===== config.mk =====
export PLATFORM = sky130hd
export DESIGN_NAME = axi4s2data
export DESIGN_NICKNAME = d
export VERILOG_FILES = /design/src/rtl/axi4s_pkg.sv /design/src/rtl/sync_fifo_fwft.sv /design/src/rtl/axi4s2data.sv
export SDC_FILE = /design/constraint.sdc
export NUM_CORES = 1
export LEC_CHECK = 0
export ABC_AREA = 0
export CORE_MARGIN = 4
export CORE_UTILIZATION = 55
export DETAILED_ROUTE_END_ITERATION = 16
export GPL_ROUTABILITY_DRIVEN = 1
export GPL_TIMING_DRIVEN = 0
export PLACE_DENSITY = 0.73
export SLEW_MARGIN = 15
export SYNTH_ARGS = -nofsm -noshare
export SYNTH_HDL_FRONTEND = slang
export SYNTH_HIERARCHICAL = 1
export SYNTH_SLANG_ARGS = --single-unit

===== constraint.sdc =====
create_clock -name clk -period 14.3 [get_ports clk]
set_input_delay 2.86 -clock clk [delete_from_list [all_inputs] [get_ports clk]]
set_output_delay 2.86 -clock clk [all_outputs]
set_load 0.005 [all_outputs]

===== src/rtl/axi4s_pkg.sv =====
// rtl/axi4s_pkg.sv - shared AXI4-Stream types, widths and packet-length helper
//
// Shared by the packetising stage and axi4s2data.
//   packet_len : beats per packet for a given byte size and data width
//   axis_beat_t: {last, data} beat as stored in stream buffers
//   COUNT_W    : packet counter width
//   ERR_W      : error counter width
package axi4s_pkg;

    localparam int DATA_WIDTH = 64;
    localparam int COUNT_W    = 32;
    localparam int ERR_W      = 16;

    typedef struct packed {
        logic                  last;
        logic [DATA_WIDTH-1:0] data;
    } axis_beat_t;

    function automatic int packet_len(input int packet_byte, input int data_width);
        return packet_byte / (data_width / 8);
    endfunction

endpackage


===== src/rtl/sync_fifo_fwft.sv =====
// rtl/sync_fifo_fwft.sv - first-word-fall-through synchronous FIFO
//
// Ports:
//   clk, rst_n   : clock, asynchronous active-low reset
//   push, wdata  : write request and data (ignored when full)
//   pop          : consume head entry (ignored when empty)
//   rdata        : head entry, zero while empty
//   full, empty  : occupancy flags
//   count        : number of stored entries, one bit wider than the pointers
module sync_fifo_fwft #(
    parameter int WIDTH = 65,
    parameter int DEPTH = 16
) (
    input  logic                     clk,
    input  logic                     rst_n,
    input  logic                     push,
    input  logic                     pop,
    input  logic [WIDTH-1:0]         wdata,
    output logic [WIDTH-1:0]         rdata,
    output logic                     full,
    output logic                     empty,
    output logic [$clog2(DEPTH):0]   count
);

    localparam int AW = $clog2(DEPTH);

    logic [WIDTH-1:0] mem_q [DEPTH];
    logic [AW-1:0]    wr_ptr_q, wr_ptr_d;
    logic [AW-1:0]    rd_ptr_q, rd_ptr_d;
    logic [AW:0]      count_q, count_d;
    logic             push_ok, pop_ok;

    assign full    = (count_q == (AW+1)'(DEPTH));
    assign empty   = (count_q == '0);
    assign count   = count_q;
    assign push_ok = push && !full;
    assign pop_ok  = pop && !empty;

    // Gate the head with empty so stale storage never leaks out after a reset.
    assign rdata = empty ? '0 : mem_q[rd_ptr_q];

    always_comb begin
        wr_ptr_d = wr_ptr_q;
        rd_ptr_d = rd_ptr_q;
        count_d  = count_q;
        if (push_ok) wr_ptr_d = wr_ptr_q + 1'b1;
        if (pop_ok)  rd_ptr_d = rd_ptr_q + 1'b1;
        case ({push_ok, pop_ok})
            2'b10:   count_d = count_q + 1'b1;
            2'b01:   count_d = count_q - 1'b1;
            default: count_d = count_q;
        endcase
    end

    always_ff @(posedge clk or negedge rst_n) begin
        if (!rst_n) begin
            wr_ptr_q <= '0;
            rd_ptr_q <= '0;
            count_q  <= '0;
        end else begin
            wr_ptr_q <= wr_ptr_d;
            rd_ptr_q <= rd_ptr_d;
            count_q  <= count_d;
        end
    end

    // Storage needs no reset: the cleared count already marks it empty.
    always_ff @(posedge clk) begin
        if (push_ok) mem_q[wr_ptr_q] <= wdata;
    end

endmodule


===== src/rtl/axi4s2data.sv =====
// rtl/axi4s2data.sv - AXI4-Stream slave to data/valid/ready with length checking
//
// Ports:
//   clk, rst_n                 : clock, asynchronous active-low reset
//   tdata, tlast, tvalid       : stream input
//   tready                     : backpressure, low while full or before first edge out of reset
//   out_data, out_last         : FIFO head beat
//   out_valid, out_ready       : downstream handshake
//   pkt_count                  : packets closed by tlast (wrapping)
//   err_count                  : length errors (saturating)
//   len_err                    : sticky length-error flag
module axi4s2data
    import axi4s_pkg::*;
#(
    parameter int PACKET_BYTE = 4194304,
    parameter int DATA_WIDTH  = 64,
    parameter int FIFO_DEPTH  = 16
) (
    input  logic                  clk,
    input  logic                  rst_n,
    input  logic [DATA_WIDTH-1:0] tdata,
    input  logic                  tlast,
    input  logic                  tvalid,
    output logic                  tready,
    output logic [DATA_WIDTH-1:0] out_data,
    output logic                  out_last,
    output logic                  out_valid,
    input  logic                  out_ready,
    output logic [COUNT_W-1:0]    pkt_count,
    output logic [ERR_W-1:0]      err_count,
    output logic                  len_err
);

    localparam int PACKET_LEN = packet_len(PACKET_BYTE, DATA_WIDTH);
    localparam int BEAT_W     = $clog2(PACKET_LEN) + 1;
    localparam int CW         = $clog2(FIFO_DEPTH) + 1;

    logic                  ready_en_q;
    logic [BEAT_W-1:0]     beat_cnt_q, beat_cnt_d;
    logic [COUNT_W-1:0]    pkt_count_q, pkt_count_d;
    logic [ERR_W-1:0]      err_count_q, err_count_d;
    logic                  len_err_q, len_err_d;

    logic                  fifo_full, fifo_empty;
    logic [CW-1:0]         fifo_count;
    logic [DATA_WIDTH:0]   fifo_rdata;
    logic                  accept, last_slot, err_evt;

    assign tready    = ready_en_q && !fifo_full;
    assign accept    = tvalid && tready;
    assign out_valid = (fifo_count != '0);
    assign out_data  = fifo_rdata[DATA_WIDTH-1:0];
    assign out_last  = fifo_rdata[DATA_WIDTH];
    assign pkt_count = pkt_count_q;
    assign err_count = err_count_q;
    assign len_err   = len_err_q;

    sync_fifo_fwft #(
        .WIDTH (DATA_WIDTH + 1),
        .DEPTH (FIFO_DEPTH)
    ) u_fifo (
        .clk   (clk),
        .rst_n (rst_n),
        .push  (accept),
        .pop   (out_ready && !fifo_empty),
        .wdata ({tlast, tdata}),
        .rdata (fifo_rdata),
        .full  (fifo_full),
        .empty (fifo_empty),
        .count (fifo_count)
    );

    assign last_slot = (beat_cnt_q == BEAT_W'(PACKET_LEN - 1));

    always_comb begin
        beat_cnt_d  = beat_cnt_q;
        pkt_count_d = pkt_count_q;
        err_count_d = err_count_q;
        len_err_d   = len_err_q;
        err_evt     = 1'b0;
        if (accept) begin
            if (tlast) begin
                pkt_count_d = pkt_count_q + 1'b1;
                beat_cnt_d  = '0;
                err_evt     = !last_slot;
            end else if (last_slot) begin
                // Missing tlast: restart counting so the next beat opens a packet.
                err_evt    = 1'b1;
                beat_cnt_d = '0;
            end else begin
                beat_cnt_d = beat_cnt_q + 1'b1;
            end
        end
        if (err_evt) begin
            len_err_d = 1'b1;
            if (err_count_q != '1) err_count_d = err_count_q + 1'b1;
        end
    end

    always_ff @(posedge clk or negedge rst_n) begin
        if (!rst_n) begin
            ready_en_q  <= 1'b0;
            beat_cnt_q  <= '0;
            pkt_count_q <= '0;
            err_count_q <= '0;
            len_err_q   <= 1'b0;
        end else begin
            ready_en_q  <= 1'b1;
            beat_cnt_q  <= beat_cnt_d;
            pkt_count_q <= pkt_count_d;
            err_count_q <= err_count_d;
            len_err_q   <= len_err_d;
        end
    end

endmodule


==> metrics.yaml, run 1 <==
outcome:
  outcome: "complete, no violations"
critical_path:
  critPathKind: "flop to output port"
  cp-end-kind: "output port"
  crit_chain: "buf_4 > buf_2 > clkbuf_1 > o32ai_1 > o32ai_1 > clkdlybuf4s50_1"
  r2r-start: "u_fifo/count[1]"
  crit_path_frequent_cell: "o32ai_1"
  worst-path-max-fanout: 10
  slowest_stage: "o32ai_1"
  crit_cells: 6
  start_kind: "flop"
  arrival_ns: 4.13
  critical-path-top-delay-family: "buffers and inverters"
  r2r_slack_ns: 10.05
  rr_worst_depth: 15
  cp_num_buf_inv: 4
  worstPathRequired_ns: 11.44
  crit_path_start: "u_fifo/rd_ptr_q[2]"
  crit_path_end: "out_data[54]"
  r2r-end: "u_fifo/count[4]"
  cpPeakStageDelay_ns: 0.79
floorplan:
  initial_utilization_pct: 55.6
  io_pins: 185
  die_y_um: 293
  die-area_um2: 86000
  dieWidth_um: 293
  core-area_um2: 80500
  fp-row-count: 104
global_routing:
  gr-total-overflow: 0
  grt_max_degree: 56
  grt_pass1_vias: 25200
  grt.total_usage_pct: 25.2
  grt_pass1_wl_mm: 161
  antenna_found_initial: 5
pwr:
  p_total_mw: 10.1
  cellPowerDensity_nw_per_um2: 191
  p_leak_nw: 17.6
  vdd_drop_max_mv: 0.122
yosys:
  yosysSeqAreaShare_pct: 74.4
  synth_area_um2: 44800
  syn_inst: 2268
  async_reset_ff_share_pct: 7.39
  synth.top_cell.area_share_pct: 69.8
  synth_nets: 2349
  yosysWarnings: 6
  synth-main-ff-cell: "edfxtp_1"
  synth_cell_types: 67
  ys_seq_elements: 1123
  ys_top_cells_by_area: "edfxtp_1 70%, mux4_2 8.6%, dfrtp_1 4.6%"
  avgSynthCellArea_um2: 19.7
  netlist.top_cell.by_area: "edfxtp_1"
  synth_edf_count: 1040
layout:
  drive_gt1_share_pct: 24.2
  nets: 2716
  syn_to_final_growth_pct: 17.8
  fillCellCount: 5144
route:
  drc_errors: 0
  dr.pass1.iters: 6
  drt-total-wl_mm: 108
  vias_per_cell: 6.33
  drt_iter0_markers: 2717
  ant_nets: 0
  wl_per_cell_um: 28.5
  dr_total_vias: 23900
clocking:
  numCtsBuffers: 107
  clock_latency_ns: 0.67
  cts.hold.buffers_added: 0
  cts_resized: 0
  post-cts-setup-buffers: 0
  cts_tree: "yes"
  cts.sink_count: 1123
  cts_max_path_buffers: 3
  clkTransAtPathRegs_ns: 0.06
  h-tree-depth: 3
  cts_root_buf: "clkbuf_16"
sta:
  setup_viol: 0
  fmax_ghz: 0.143
  hold_slack_ns: 0.479
  final_max_slew_viol_count: 0
  fin_crit_ns: 6.99
  worst_pin_slew_ns: 1.11
  relSlewSlack_pct: 25.8
  timing.final.crit_share_pct: 48.9
  rsz0062_at_grt: "no"
  hold_violations: 0
  fin_worst_skew_ns: 0.0261
place:
  numPortBuffers: 184
  gp_congestion: 0.798
  hpwl_mm: 70.3
job:
  drv_cap: 0
min_path:
  worstHoldStart: "pkt_count[31]"
  hp-class: "flop to flop"
synth_stat cells (all sizes together), types with 3 or more instances:
cell type and instances:
o21ai 42, mux2 122, nor2 44, mux4 170, o211ai 11, dfrtp 83
nor2b 16, nor4 11, o22ai 10, a21oi 3, edfxtp 1040, a22oi 35
inv 14, xor2 27, nor4b 3, nand4 16, nand3 33, clkbuf 30
nand2 50, and3 17, o311ai 9, o32ai 54, xnor2 43, buf 97
ha 12, mux2i 173, nor3 12, a211oi 58, nand2b 8, and4 3
metrics by stage:
stage	worst slack (ns)	std cells	util (%)	cell area, µm²	setup TNS [ns]
CTS	7.39	3781	65.5	52700	0
global route	7.30	3783	65.5	52800	0
detailed placement	7.99	3586	61.0	49200	0
global placement	-0.121	3512	59.5	47900	-7.34
floorplan	5.74	2268	-	44800	0
finish	7.31	3783	65.5	52800	0
state kept, by name (all words and copies together), names as in the netlist:
name and cells:
beat_cnt_q 20, u_fifo/count 5, ready_en_q 1, err_count 16, pkt_count 32, u_fifo/wr_ptr_q 4
len_err 1, u_fifo/mem_q 1040, u_fifo/rd_ptr_q 4
cells by family (layout without fill, tap and decap cells):
family	after synthesis	after routing	share of synthesized area [%]
flip-flops	1123	1123	74.4
other	1	3	0.00838
adder cells (fa/ha/maj)	12	12	0.335
AND/OR/NAND/NOR	222	222	2.70
XOR/XNOR	70	70	1.41
AO/OA/AOI/OAI	234	234	3.90
buffers and inverters	141	594	1.75
multiplexers	465	465	15.5
how the worst min path moves through the flow:
stage,to,depth (start not counted)
floorplan,beat_cnt_q[1],2
global route,pkt_count[31],1
CTS,pkt_count[31],1
global placement,pkt_count[31],1
detailed placement,pkt_count[31],1
finish,pkt_count[31],1
cell type report:
cell class,count,area [µm²],share of cell area [%]
Sequential cell,1123,33300,63.1
Multi-Input combinational cell,1004,10800,20.5
Timing Repair Buffer,258,2970,5.62
Clock buffer,131,2860,5.43
Tap cell,1060,1330,2.51
Buffer,127,732,1.39
Clock inverter,64,712,1.35
Inverter,14,52.6,0.0996
Antenna cell,2,5.00,0.00949
power breakdown:
part | switching [mW] | internal, mW
Sequential | 0.0718 | 3.78
Clock | 1.18 | 1.69
Combinational | 1.84 | 1.50
Total | 3.10 | 6.97
layout by cell type, fill, tap and decap left out, drive strengths merged, types with 2 or more instances in the layout:
cell,instances
o32ai,54
dfrtp,83
and4,3
mux2i,173
ha,12
nand3,33
nand2,50
clkinv,40
o22ai,10
o211ai,11
xor2,27
diode,2
clkbuf,161
and2,2
a211oi,58
o311ai,9
a21boi,2
a22oi,35
xnor2,43
nor2b,16
inv,18
nor4b,3
a21oi,3
nand3b,2
or3,2
bufinv,15
mux4,170
nand4,16
nand2b,8
nor2,44
clkdlybuf4s50,183
mux2,122
edfxtp,1040
o21ai,42
buf,172
clkinvlp,5
and3,17
nor4,11
nor3,12
routing by layer:
metal  GRT usage [%]  vias to the layer above  routed length, µm
li1                -                    10100                  -
met1            34.4                    12500              41700
met2            41.9                     1184              54000
met3            4.61                      197               9200
met4            7.79                        4               2990
met5               0                        -                 32
(Power assumes the default switching activity.)
==> run 2: changes to the inputs <==
--- a/config.mk
+++ b/config.mk
@@ -11,7 +11,7 @@
 export DETAILED_ROUTE_END_ITERATION = 16
 export GPL_ROUTABILITY_DRIVEN = 1
 export GPL_TIMING_DRIVEN = 0
-export PLACE_DENSITY = 0.73
+export PLACE_DENSITY = 0.76
 export SLEW_MARGIN = 15
 export SYNTH_ARGS = -nofsm -noshare
 export SYNTH_HDL_FRONTEND = slang
==> constraint.sdc (replaced) <==
create_clock -name clk -period 5.9 [get_ports clk]
set_input_delay 1.18 -clock clk [delete_from_list [all_inputs] [get_ports clk]]
set_output_delay 1.18 -clock clk [all_outputs]
set_load 0.005 [all_outputs]
==> metrics.yaml, run 2 (synthesis gave the netlist of run 1 again) <==
outcome:
  outcome: "complete, no violations"
global_routing:
  grt_max_degree: 56  # unchanged
  grt.total_usage_pct: 25.5  # +0.29 points
  antenna_found_initial: 5  # unchanged
  gr-total-overflow: 0  # unchanged
  grt_pass1_vias: 25400  # +0.75%
  grt_pass1_wl_mm: 163  # +1.0%
floorplan:
  die_y_um: 293  # unchanged
  dieWidth_um: 293  # unchanged
  core-area_um2: 80500  # unchanged
  die-area_um2: 86000  # unchanged
  initial_utilization_pct: 55.6  # unchanged
  io_pins: 185  # unchanged
  fp-row-count: 104  # unchanged
route:
  wl_per_cell_um: 29.0  # +1.5%
  vias_per_cell: 6.38  # +0.72%
  dr.pass1.iters: 5  # -1
  drt_iter0_markers: 2575  # -5.2%
  ant_nets: 0  # unchanged
  drt-total-wl_mm: 110  # +1.5%
  drc_errors: 0  # unchanged
  dr_total_vias: 24100  # +0.67%
place:
  gp_congestion: 0.828  # +3.7%
  place_ws_ns: 1.38  # -6.61 ns
  placed_area_um2: 49400  # +0.39%
  hpwl_mm: 70.1  # -0.26%
  numPortBuffers: 184  # unchanged
clocking:
  cts_resized: 0  # unchanged
  h-tree-depth: 3  # unchanged
  cts_tree: "yes"
  cts.hold.buffers_added: 0  # unchanged
  cts.sink_count: 1123  # unchanged
  cts_root_buf: "clkbuf_16"
  post-cts-setup-buffers: 0  # unchanged
  clkTransAtPathRegs_ns: 0.06  # about the same
  clock_latency_ns: 0.67  # about the same
  numCtsBuffers: 110  # +2.8%
  cts_max_path_buffers: 3  # unchanged
critical_path:
  r2r-end: "u_fifo/count[4]"
  slowest_stage: "o32ai_1"
  cp-end-kind: "output port"
  r2r_slack_ns: 1.76  # -8.29 ns
  start_kind: "flop"
  worst-path-max-fanout: 10  # unchanged
  rr_worst_depth: 15  # unchanged
  arrival_ns: 4.16  # +0.03 ns
  cpPeakStageDelay_ns: 0.90  # +0.11 ns
  crit_path_frequent_cell: "buf_6"
  r2r-start: "u_fifo/count[1]"
  crit_chain: "buf_6 > buf_6 > buf_2 > nand2b_1 > o311ai_0 > o32ai_1 > clkdlybuf4s50_1"
  worstPathRequired_ns: 4.72  # -6.72 ns
  critPathKind: "flop to output port"
sta:
  hold_violations: 0  # unchanged
  timing.final.crit_share_pct: 90.5
  fin_crit_ns: 5.34
  fmax_ghz: 0.187
  setup_viol: 0  # unchanged
  final_max_slew_viol_count: 0  # unchanged
  rsz0062_at_grt: "no"
  worst_pin_slew_ns: 1.11  # -0.0000974 ns
  setup_ws_ns: 0.562  # -6.75 ns
  fin_worst_skew_ns: 0.0284  # +0.00226 ns
  relSlewSlack_pct: 25.8  # about the same
layout:
  layout_commonest_cell: "edfxtp_1"
  mostFrequentLayoutCells: "1,040 x edfxtp_1, 183 x clkdlybuf4s50_1, 173 x mux2i_1"
  fillCellCount: 5039  # -2.0%
  nets: 2707  # -0.33%
  drive_gt1_share_pct: 23.8  # -0.41 points
  syn_to_final_growth_pct: 18.2
  largest_register_ff_count: 1040  # unchanged
  largest_register: "u_fifo/mem_q"
  fin_area_um2: 52900  # +0.32%
pwr:
  vdd_drop_max_mv: 0.287  # +140%
  p_leak_nw: 17.7  # about the same
  p_total_mw: 24.4  # +140%
  cellPowerDensity_nw_per_um2: 461  # +140%
job:
  drv_cap: 0  # unchanged
min_path:
  hp-class: "input port to async pin"
run 2: cell count changes in the layout (fill, tap and decap cells not counted), moves of 6 or more:
cell / previous run / this run
buf_16: 10 / 20
buf_4: 46 / 18
buf_6: 24 / 16
buf_8: 0 / 18
bufinv_16: 15 / 9
clkinv_1: 19 / 28
clkinv_2: 17 / 23
run 2: through the flow:
step | util [%] | TNS (ns) | hold WS (ns) | cells
floorplan | - | 0 | 0.458 | 2268
global placement | 59.5 | -2739.56 | 0.461 | 3512
detailed placement | 61.3 | 0 | 0.480 | 3574
CTS | 65.7 | 0 | 0.426 | 3777
global route | 65.7 | 0 | 0.452 | 3779
finish | 65.7 | 0 | 0.441 | 3781
run 2: report_power, final:
| group | internal, mW | leakage, nW | switching (mW) |
|---|---|---|---|
| combinational | 3.66 | 5.46 | 4.55 |
| sequential | 9.16 | 10.5 | 0.184 |
| clock | 3.97 | 1.74 | 2.87 |
| total | 16.8 | 17.7 | 7.61 |
run 2: cell type report:
cell class                      instances  area (µm²)  share of cell area, %
Inverter                               14        52.6                 0.0993
Multi-Input combinational cell       1004       10800                   20.4
Clock inverter                         67         563                   1.06
Clock buffer                          136        2990                   5.64
Tap cell                             1060        1330                   2.51
Buffer                                127         732                   1.38
Timing Repair Buffer                  246        3130                   5.92
Antenna cell                            4        10.0                 0.0189
Sequential cell                      1123       33300                   62.9
run 2: metal layers:
metal	up-vias	track usage [%]	share of wire (%)
met5	-	0	0.023
met2	1326	42.3	50
met3	223	5.06	9.0
met1	12500	34.1	38
li1	10000	-	-
met4	4	8.97	3.4
run 2: worst max-delay path: cells and delay by family, from the launching register on:
family / cells / cell delay (ns)
flops: 1 / 0.36
compound gates: 2 / 1.15
simple gates: 1 / 0.47
buf+inv: 4 / 1.50
run 2: worst max path at each step:
| stage | start | end | slack (ns) | cells past startpoint |
|---|---|---|---|---|
| finish | u_fifo/rd_ptr_q[0] | out_data[48] | 0.56 | 7 |
| global route | u_fifo/rd_ptr_q[0] | out_data[48] | 0.46 | 7 |
| CTS | u_fifo/rd_ptr_q[1] | out_data[48] | 0.59 | 6 |
| detailed placement | u_fifo/rd_ptr_q[1] | out_data[48] | 1.38 | 6 |
| global placement | tvalid | u_fifo/mem_q[7][19] | -2.91 | 6 |
| floorplan | tvalid | u_fifo/mem_q[15][0] | 0.76 | 5 |
